===== src/rtl/unidad_control_pkg.sv =====
// Shared types and constants for the unidad_control multi-cycle control unit.
// Covers the opcode and FSM state encodings, the IR field layout, flag indices,
// shifter and mux select codes, and the control word from cu_decode.
package unidad_control_pkg;

    typedef enum logic [3:0] {
        OP_NOP  = 4'h0,
        OP_ALU  = 4'h1,
        OP_LDI  = 4'h2,
        OP_SHF  = 4'h3,
        OP_LD   = 4'h4,
        OP_ST   = 4'h5,
        OP_JMP  = 4'h6,
        OP_BR   = 4'h7,
        OP_HALT = 4'hF
    } opcode_t;

    typedef enum logic [2:0] {
        S_FETCH  = 3'd0,
        S_DECODE = 3'd1,
        S_EXEC   = 3'd2,
        S_MEM    = 3'd3,
        S_HALT   = 3'd4
    } state_t;

    // IR field positions
    localparam int IR_OP_HI   = 15;
    localparam int IR_OP_LO   = 12;
    localparam int IR_DR_HI   = 11;
    localparam int IR_DR_LO   = 10;
    localparam int IR_SA_HI   = 9;
    localparam int IR_SA_LO   = 8;
    localparam int IR_SB_HI   = 7;
    localparam int IR_SB_LO   = 6;
    localparam int IR_FN_HI   = 5;
    localparam int IR_FN_LO   = 2;
    localparam int IR_IMM_HI  = 7;
    localparam int IR_IMM_LO  = 0;
    localparam int IR_CC_HI   = 11;
    localparam int IR_CC_LO   = 10;

    // Flag indices inside the {V,C,N,Z} tag vector
    localparam int TAG_Z = 0;
    localparam int TAG_N = 1;
    localparam int TAG_C = 2;
    localparam int TAG_V = 3;

    // Shifter function codes
    localparam logic [1:0] H_SEL_PASS  = 2'b00;
    localparam logic [1:0] H_SEL_RIGHT = 2'b01;
    localparam logic [1:0] H_SEL_LEFT  = 2'b10;
    localparam logic [1:0] H_SEL_ROT   = 2'b11;

    // Datapath mux selects
    localparam logic MB_REG   = 1'b0;
    localparam logic MB_CONS  = 1'b1;
    localparam logic MD_DATA  = 1'b0;
    localparam logic MD_FBUS  = 1'b1;
    localparam logic MF_SHIFT = 1'b0;
    localparam logic MF_ALU   = 1'b1;

    typedef struct packed {
        logic [1:0] a_sel;
        logic [1:0] b_sel;
        logic [1:0] dest_sel;
        logic [1:0] h_sel;
        logic [3:0] g_sel;
        logic       mb_sel;
        logic       md_sel;
        logic       mf_sel;
        logic       load_en;
        logic       dmem_rd;
        logic       dmem_wr;
        logic [7:0] imm;
    } ctrl_word_t;

endpackage


===== src/rtl/unidad_control_decode.sv =====
// cu_decode: combinational translation of (FSM state, IR) into the datapath
// control word. Outside DECODE/EXEC/MEM the word is all zero. In MEM the LD
// write strobe is asserted for the whole state; the top gates it with dmem_ack.
module cu_decode
    import unidad_control_pkg::*;
(
    input  state_t      state,
    input  logic [15:0] ir,
    output ctrl_word_t  cw
);

    opcode_t    op;
    logic       active;
    logic       exec_cycle;
    logic       mem_cycle;
    logic [1:0] dr;
    logic [1:0] sa;
    logic [1:0] sb;
    logic [3:0] fn;

    assign op         = opcode_t'(ir[IR_OP_HI:IR_OP_LO]);
    assign dr         = ir[IR_DR_HI:IR_DR_LO];
    assign sa         = ir[IR_SA_HI:IR_SA_LO];
    assign sb         = ir[IR_SB_HI:IR_SB_LO];
    assign fn         = ir[IR_FN_HI:IR_FN_LO];
    assign exec_cycle = (state == S_EXEC);
    assign mem_cycle  = (state == S_MEM);
    assign active     = (state == S_DECODE) || exec_cycle || mem_cycle;

    // Control word per opcode; DECODE shows the same word as EXEC minus the strobe
    always_comb begin
        cw = '0;
        if (active) begin
            case (op)
                OP_ALU: begin
                    cw.a_sel    = sa;
                    cw.b_sel    = sb;
                    cw.g_sel    = fn;
                    cw.mb_sel   = MB_REG;
                    cw.mf_sel   = MF_ALU;
                    cw.md_sel   = MD_FBUS;
                    cw.dest_sel = dr;
                    cw.load_en  = exec_cycle;
                end
                OP_LDI: begin
                    cw.imm      = ir[IR_IMM_HI:IR_IMM_LO];
                    cw.mb_sel   = MB_CONS;
                    cw.h_sel    = H_SEL_PASS;
                    cw.mf_sel   = MF_SHIFT;
                    cw.md_sel   = MD_FBUS;
                    cw.dest_sel = dr;
                    cw.load_en  = exec_cycle;
                end
                OP_SHF: begin
                    cw.b_sel    = sb;
                    cw.mb_sel   = MB_REG;
                    cw.h_sel    = fn[1:0];
                    cw.mf_sel   = MF_SHIFT;
                    cw.md_sel   = MD_FBUS;
                    cw.dest_sel = dr;
                    cw.load_en  = exec_cycle;
                end
                OP_LD: begin
                    cw.a_sel    = sa;
                    cw.b_sel    = sb;
                    cw.mb_sel   = MB_REG;
                    cw.md_sel   = MD_DATA;
                    cw.dest_sel = dr;
                    cw.dmem_rd  = mem_cycle;
                    cw.load_en  = mem_cycle;
                end
                OP_ST: begin
                    cw.a_sel    = sa;
                    cw.b_sel    = sb;
                    cw.mb_sel   = MB_REG;
                    cw.dmem_wr  = mem_cycle;
                end
                default: ;
            endcase
        end
    end

endmodule


===== src/rtl/unidad_control.sv =====
// unidad_control: multi-cycle FETCH/DECODE/EXEC/MEM/HALT sequencer for the
// 4-register datapath. Holds PC, IR and the flag register; the control word
// comes from cu_decode. Optional build macro ILLEGAL_TRAP_EN traps opcodes
// 0x8-0xE into HALT with a sticky illegal_op; otherwise they act as NOP.
module unidad_control
    import unidad_control_pkg::*;
#(
    parameter int M        = 8,
    parameter int PC_W     = 8,
    parameter int RESET_PC = 0
) (
    input  logic            clk,
    input  logic            rst_n,
    output logic [PC_W-1:0] imem_addr,
    output logic            imem_req,
    input  logic            imem_ack,
    input  logic [15:0]     imem_data,
    output logic            dmem_rd,
    output logic            dmem_wr,
    input  logic            dmem_ack,
    input  logic [3:0]      Tags,
    output logic [1:0]      A_sel,
    output logic [1:0]      B_sel,
    output logic [1:0]      Dest_sel,
    output logic [1:0]      H_sel,
    output logic [3:0]      G_sel,
    output logic            MB_sel,
    output logic            MD_sel,
    output logic            MF_sel,
    output logic            Load_en,
    output logic [M-1:0]    Cons_IN,
    output logic            halted,
    output logic            illegal_op
);

    state_t          state_q;
    logic [PC_W-1:0] pc_q;
    logic [15:0]     ir_q;
    logic [3:0]      flags_q;
    logic            run_q;     // low during reset and the first cycle after release
    ctrl_word_t      cw;
    opcode_t         op;
    logic [1:0]      cond;
    logic [PC_W-1:0] imm_pc;

    assign op     = opcode_t'(ir_q[IR_OP_HI:IR_OP_LO]);
    assign cond   = ir_q[IR_CC_HI:IR_CC_LO];
    assign imm_pc = PC_W'(ir_q[IR_IMM_HI:IR_IMM_LO]);

`ifdef ILLEGAL_TRAP_EN
    logic is_undef;
    logic illegal_q;
    assign is_undef = (ir_q[IR_OP_HI:IR_OP_LO] >= 4'h8) && (ir_q[IR_OP_HI:IR_OP_LO] <= 4'hE);
`endif

    // Main sequencer: state, PC, IR and flag updates
    always_ff @(posedge clk or negedge rst_n) begin
        if (!rst_n) begin
            state_q <= S_FETCH;
            pc_q    <= PC_W'(RESET_PC);
            ir_q    <= '0;
            flags_q <= '0;
            run_q   <= 1'b0;
        end else begin
            run_q <= 1'b1;
            case (state_q)
                S_FETCH: begin
                    if (run_q && imem_ack) begin
                        ir_q    <= imem_data;
                        pc_q    <= pc_q + PC_W'(1);
                        state_q <= S_DECODE;
                    end
                end
                S_DECODE: state_q <= S_EXEC;
                S_EXEC: begin
                    state_q <= S_FETCH;
                    case (op)
                        OP_ALU:  flags_q <= Tags;
                        OP_LD,
                        OP_ST:   state_q <= S_MEM;
                        OP_JMP:  pc_q    <= imm_pc;
                        OP_BR:   if (flags_q[cond]) pc_q <= imm_pc;
                        OP_HALT: state_q <= S_HALT;
                        default: begin
`ifdef ILLEGAL_TRAP_EN
                            if (is_undef) state_q <= S_HALT;
`endif
                        end
                    endcase
                end
                S_MEM:   if (dmem_ack) state_q <= S_FETCH;
                S_HALT:  state_q <= S_HALT;
                default: state_q <= S_FETCH;
            endcase
        end
    end

`ifdef ILLEGAL_TRAP_EN
    // Sticky record of an undefined opcode reaching EXEC
    always_ff @(posedge clk or negedge rst_n) begin
        if (!rst_n)
            illegal_q <= 1'b0;
        else if (state_q == S_EXEC && is_undef)
            illegal_q <= 1'b1;
    end
    assign illegal_op = illegal_q;
`else
    assign illegal_op = 1'b0;
`endif

    cu_decode u_decode (
        .state (state_q),
        .ir    (ir_q),
        .cw    (cw)
    );

    assign imem_addr = pc_q;
    assign imem_req  = run_q && (state_q == S_FETCH);
    assign dmem_rd   = cw.dmem_rd;
    assign dmem_wr   = cw.dmem_wr;
    assign A_sel     = cw.a_sel;
    assign B_sel     = cw.b_sel;
    assign Dest_sel  = cw.dest_sel;
    assign H_sel     = cw.h_sel;
    assign G_sel     = cw.g_sel;
    assign MB_sel    = cw.mb_sel;
    assign MD_sel    = cw.md_sel;
    assign MF_sel    = cw.mf_sel;
    // A load from memory writes back only in the cycle the data arrives
    assign Load_en   = cw.load_en && ((state_q != S_MEM) || dmem_ack);
    assign Cons_IN   = M'(cw.imm);
    assign halted    = (state_q == S_HALT);

endmodule


===== config.mk =====
export PLATFORM = sky130hd
export DESIGN_NAME = unidad_control
export DESIGN_NICKNAME = d
export VERILOG_FILES = /design/src/rtl/unidad_control_pkg.sv /design/src/rtl/unidad_control_decode.sv /design/src/rtl/unidad_control.sv
export SDC_FILE = /design/constraint.sdc
export NUM_CORES = 1
export LEC_CHECK = 0
export ABC_CLOCK_PERIOD_IN_PS = 3300
export CORE_MARGIN = 1.5
export CORE_UTILIZATION = 50
export DETAILED_ROUTE_END_ITERATION = 16
export GPL_ROUTABILITY_DRIVEN = 0
export PLACE_DENSITY = 0.86
export SETUP_SLACK_MARGIN = 0.1
export SYNTH_ARGS = -nofsm -noshare
export SYNTH_HDL_FRONTEND = slang
export SYNTH_HIERARCHICAL = 1
export SYNTH_SLANG_ARGS = --single-unit
export TNS_END_PERCENT = 30

===== constraint.sdc =====
create_clock -name clk -period 3.3 [get_ports clk]
set_input_delay 0.825 -clock clk [delete_from_list [all_inputs] [get_ports clk]]
set_output_delay 0.825 -clock clk [all_outputs]
set_load 0.01 [all_outputs]

* Yosys cells after proc, flatten, opt, wreduce, memory -nomap -nowiden
Index checks and enable logic that the tools add are counted.
** Operators by class
- Add/sub/neg operators :: 1
- Order comparisons :: 1
- Equality and inequality tests :: 17
- Mux-type cells :: 23
- Reduce and logical (&&, ||, !) cells :: 17
** Operator list (number)
- $pmux 8 s2 :: 2
- $mux 26 :: 1
- $mux 8 :: 3
- $eq 4x3->1 const B :: 4
- $pmux 3 s5 :: 1
- $add 8x1->8 const B :: 1
- $eq 4x2->1 const B :: 2
- $mux 2 :: 4
- $reduce_or 4->1 :: 2
- $eq 3x2->1 const B :: 2
- $mux 1 :: 6
- $mux 3 :: 2
- $ne 3x3->1 const B :: 2
- $pmux 3 s2 :: 1
- $reduce_and 2->1 :: 3
- $reduce_or 3->1 :: 2
- $eq 4x1->1 const B :: 1
- $eq 4x4->1 const B :: 1
- $mux 4 :: 1
- $ne 2x2->1 const B :: 2
- $reduce_and 4->1 :: 1
- $eq 3x1->1 const B :: 1
- $eq 3x3->1 const B :: 1
- $logic_and 1x1->1 :: 3
- other kinds (8) :: 10
** Storage, ports and cells
- Register bits :: 32
- Bits of input ports :: 24
- Output and inout bits :: 37

* Depth between registers and ports, before layout
- Depth in word-level cells :: 5
- Gate-level depth with buffers :: 6
- Depth with buffers taken out :: 5

* Cells and area by module
Netlist, hierarchy kept.
** Modules (own cells, without submodules)
- unidad_control :: instances 1, cells an instance 175, area each 1597.8 um2
- cu_decode :: instances 1, cells an instance 45, area each 276.5 um2

* Worst setup path before layout
OpenSTA, ideal clock, no wires.
- Kind :: register -> output
- From :: register ir_q[13]
- To :: output Load_en
- Arrival :: 1.264 ns
- Data required time :: 2.475 ns
- Path slack :: 1.211 ns
- Cell stages (with the launch flop) :: 6
- Path buffers :: 1
- Cells stage by stage :: dfrtp_1 > buf_2 > nor2_2 > or3_1 > a21oi_1 > o41a_1
** RTL lines
- start, declared :: RTL line unidad_control.sv:38 : logic [15:0] ir_q;
- start signal, assigned :: RTL line unidad_control.sv:69 : ir_q <= imem_data;
- end, declared :: RTL line unidad_control.sv:30 : output logic Load_en,

==> impl_results.md <==
* Initial DRC count at 146
* Power Density at 876 nW/um^2
* TritonCTS buffer count at 5
* Worst skew pair latency at 0.28 ns
* Post-CTS setup buffers at 0
* IO buf count at 59
* Comb power frac at 0.456
* Clock Tree Root: clkbuf_8
* HP Start: ir_q[8]
* Synth warn at 6
* Final HPWL DP at 3.49 mm
* Area of the multi-input gates at 982 um^2
* CTS Sinks at 32
* Antenna cells at 0
* Vias in the first global route at 1793
* Via count at 1850
* Mapped Area at 1870 um^2
* Worst EP arrival at 2.17 ns
* CTS tree: built
* Sequential share of the synthesized area at 0.427
* # hold bufs at CTS at 0
* Worst-margin pin slew at 0.749 ns
* Die area at 4120 um^2
* Synth top area share at 0.427
* Drc violations at 0
* Clock Skew at 0.00442 ns
* R2r setup slk at 1.00 ns
* Core ar. at 3630 um^2
* CP Cell Sequence: or3_1 > a21oi_1 > o41a_1 > clkdlybuf4s50_1
* Synth Register Bits at 32
* # fillers at 294
* Synth cell count leaders: nand2_1 (63), dfrtp_1 (32), and2_1 (13)
* DR WL/cell at 15.0 um
* Synth Area per Inst at 8.52 um^2
* Total Power at 2280 uW
* Via/cell ratio at 5.66
* I/O pin count at 61
* Min-delay worst type: reg -> reg
* Synth Instances at 220
* Register area at 802 um^2
* WS Path Type: reg -> out
* Crit-path slowest cell: dfrtp_1
* Max_cap viols at 0
* Post-Route Setup TNS at 0 ns
* R2R cell count at 4
* Tmin final at 3.00 ns
* Layout cell share with drive strength beyond 1 at 0.0717
* Top cells by area, synth: dfrtp_1 (43%), nand2_1 (13%), o211ai_1 (4.8%), and2_1 (4.3%), mux2_1 (3.0%)
* Fin area at 2610 um^2
* Leakage at 0.00112 uW
* Largest net degree at the start of global routing at 33
* Reg2reg start: state_q[0]
* Initial antenna violation count at 0
* Chip width at 64.2 um
* VDD IR max at 448 uV
* Period utilization at 0.909
* Slowest Stage Delay on Critical Path at 0.56 ns
* Die Y-Extent at 64.2 um
* Slew HR at 0.501
* Sw Pwr at 925 uW
* Seq pwr share at 0.365
* Setup WS post-layout at 0.300 ns
* Worst setup EP type: primary output
* Most used DFF post-synth: dfrtp_1
* Worst path bufs/invs at 1
* Syn-to-layout area delta at 39.1%
* GRT overflow at 0
* Worst-path clk slew at 0.07 ns
* WHS Endpoint: ir_q[8]
* Final setup violation count at 0
* CTS max path bufs at 2
* Peak Freq at 0.333 GHz
* CP delay by family, top: flip-flops
* First-pass GRT wire length at 8.47 mm
* Post_cts resized at 0
* Pre-CTS setup slack at 0.386 ns
* Drt total wl at 4.91 mm
* Cell Area, Placed at 2480 um^2
* EDFF count, synth at 0
* Final nets at 303
* Hold path depth at 2
* DRT Pass-1 Iters at 4
* Status: completed
* Synth Net Count at 245
* Clock network fraction of total power at 0.180
* Int Pwr at 1360 uW
* RSZ-0062 raised after global routing: false
* R2R Path End: imem_addr[1]
* Fin. Hold Viols at 0
* CP required at 2.47 ns
* FP Rows at 22
* GR Util All Layers at 0.263
* Final ANT Viol Nets at 0
* Crit Path Max Fanout at 15
* Count of cell types in the netlist at 44
* Async SR Flop Fraction at 1.00
* Initial Util at 0.516
* Yosys top cell by area: dfrtp_1
* Crit start category: flop
* Max Slew Vio Count at 0
* H-tree Lvls at 2
* Switching share of power at 0.405
* Most frequent cell after synthesis: nand2_1
==> metrics by stage <==
step,hold slack [ns],instances,util
final,0.471,327,0.717
after global routing,0.521,327,0.717
after CTS,0.471,327,0.717
after detailed placement,0.455,319,0.682
after global placement,0.454,319,0.682
after floorplan,0.438,220,-
==> worst register-to-register path, stage by stage (launching register included) <==
cell and delay [ns]:
dfrtp_1 0.50, or3b_1 0.59, or3_1 0.54, o21ai_2 0.22
mux2_1 0.34
==> cells by family (layout without fill, tap and decap cells) <==
logic type | Yosys count | count (layout) | share of synthesized area
adder cells (fa/ha/maj) | 1 | 1 | 0.00667
buffers and inverters | 16 | 75 | 0.0487
flip-flops | 32 | 32 | 0.427
other | 2 | 2 | 0.00401
XOR/XNOR | 1 | 1 | 0.00467
multiplexers | 7 | 7 | 0.0421
AO/OA/AOI/OAI | 32 | 32 | 0.119
AND/OR/NAND/NOR | 129 | 129 | 0.347
==> how the worst max path moves through the flow <==
stage                    start        to  slack [ns]  cells after the start
detailed placement    dmem_ack   Load_en        0.39                      3
global placement      dmem_ack   Load_en        0.39                      3
finish                ir_q[14]   Load_en        0.30                      4
global route        state_q[2]  H_sel[1]        0.14                      4
floorplan             ir_q[13]   Load_en        1.21                      5
CTS                   ir_q[13]   Load_en        0.25                      5
==> area by class of cell <==
| type | instances | share of cell area |
|---|---|---|
| clock buffers | 7 | 0.0370 |
| clock inverters | 1 | 0.0115 |
| inverters | 4 | 0.00576 |
| multi-input cells | 172 | 0.377 |
| flip-flops and latches | 32 | 0.308 |
| well taps | 48 | 0.0230 |
| repair buffers | 63 | 0.238 |
==> registers in the layout, indices dropped and copies added, names as in the netlist <==
signal / flops
flags_q: 4
imem_addr: 8
state_q: 3
ir_q: 16
run_q: 1
==> routing by layer <==
layer  GRT usage  part of all wire  vias to the layer above
li1            -                 -                      880
met1       0.333              0.42                      867
met2       0.438              0.50                       91
met3      0.0563             0.061                       12
met4       0.101             0.021                        0
met5           0                 0                        -
==> layout by cell type (no fill, tap or decap), types with 2 or more instances in the layout <==
master / netlist / routed
inv_1: 4 / 4
nor2_2: 2 / 2
nor3_1: 6 / 6
buf_4: 2 / 4
nor2_1: 7 / 7
mux2_2: 2 / 2
conb_1: 2 / 2
a211oi_1: 2 / 2
and2_1: 13 / 13
nand3_1: 9 / 9
nor4_1: 3 / 3
and4b_1: 2 / 2
nor4b_1: 5 / 5
mux2_1: 5 / 5
dfrtp_1: 32 / 31
o211ai_1: 12 / 12
or3_1: 2 / 2
nand2_1: 63 / 63
nor3b_1: 2 / 2
clkbuf_8: 0 / 7
a21oi_1: 7 / 7
o31a_1: 2 / 2
clkdlybuf4s50_1: 0 / 59
and3_1: 7 / 7
==> power by group through the flow <==
| stage | combinational [uW] | sequential, uW | clock [uW] |
|---|---|---|---|
| after detailed placement | 1030 | 829 | 0 |
| final | 1040 | 833 | 410 |
| after floorplan | 688 | 760 | 0 |
| after global placement | 996 | 821 | 0 |
| after global routing | 1150 | 872 | 437 |
| after CTS | 1040 | 825 | 415 |
Power figures use the tool's default switching activity.
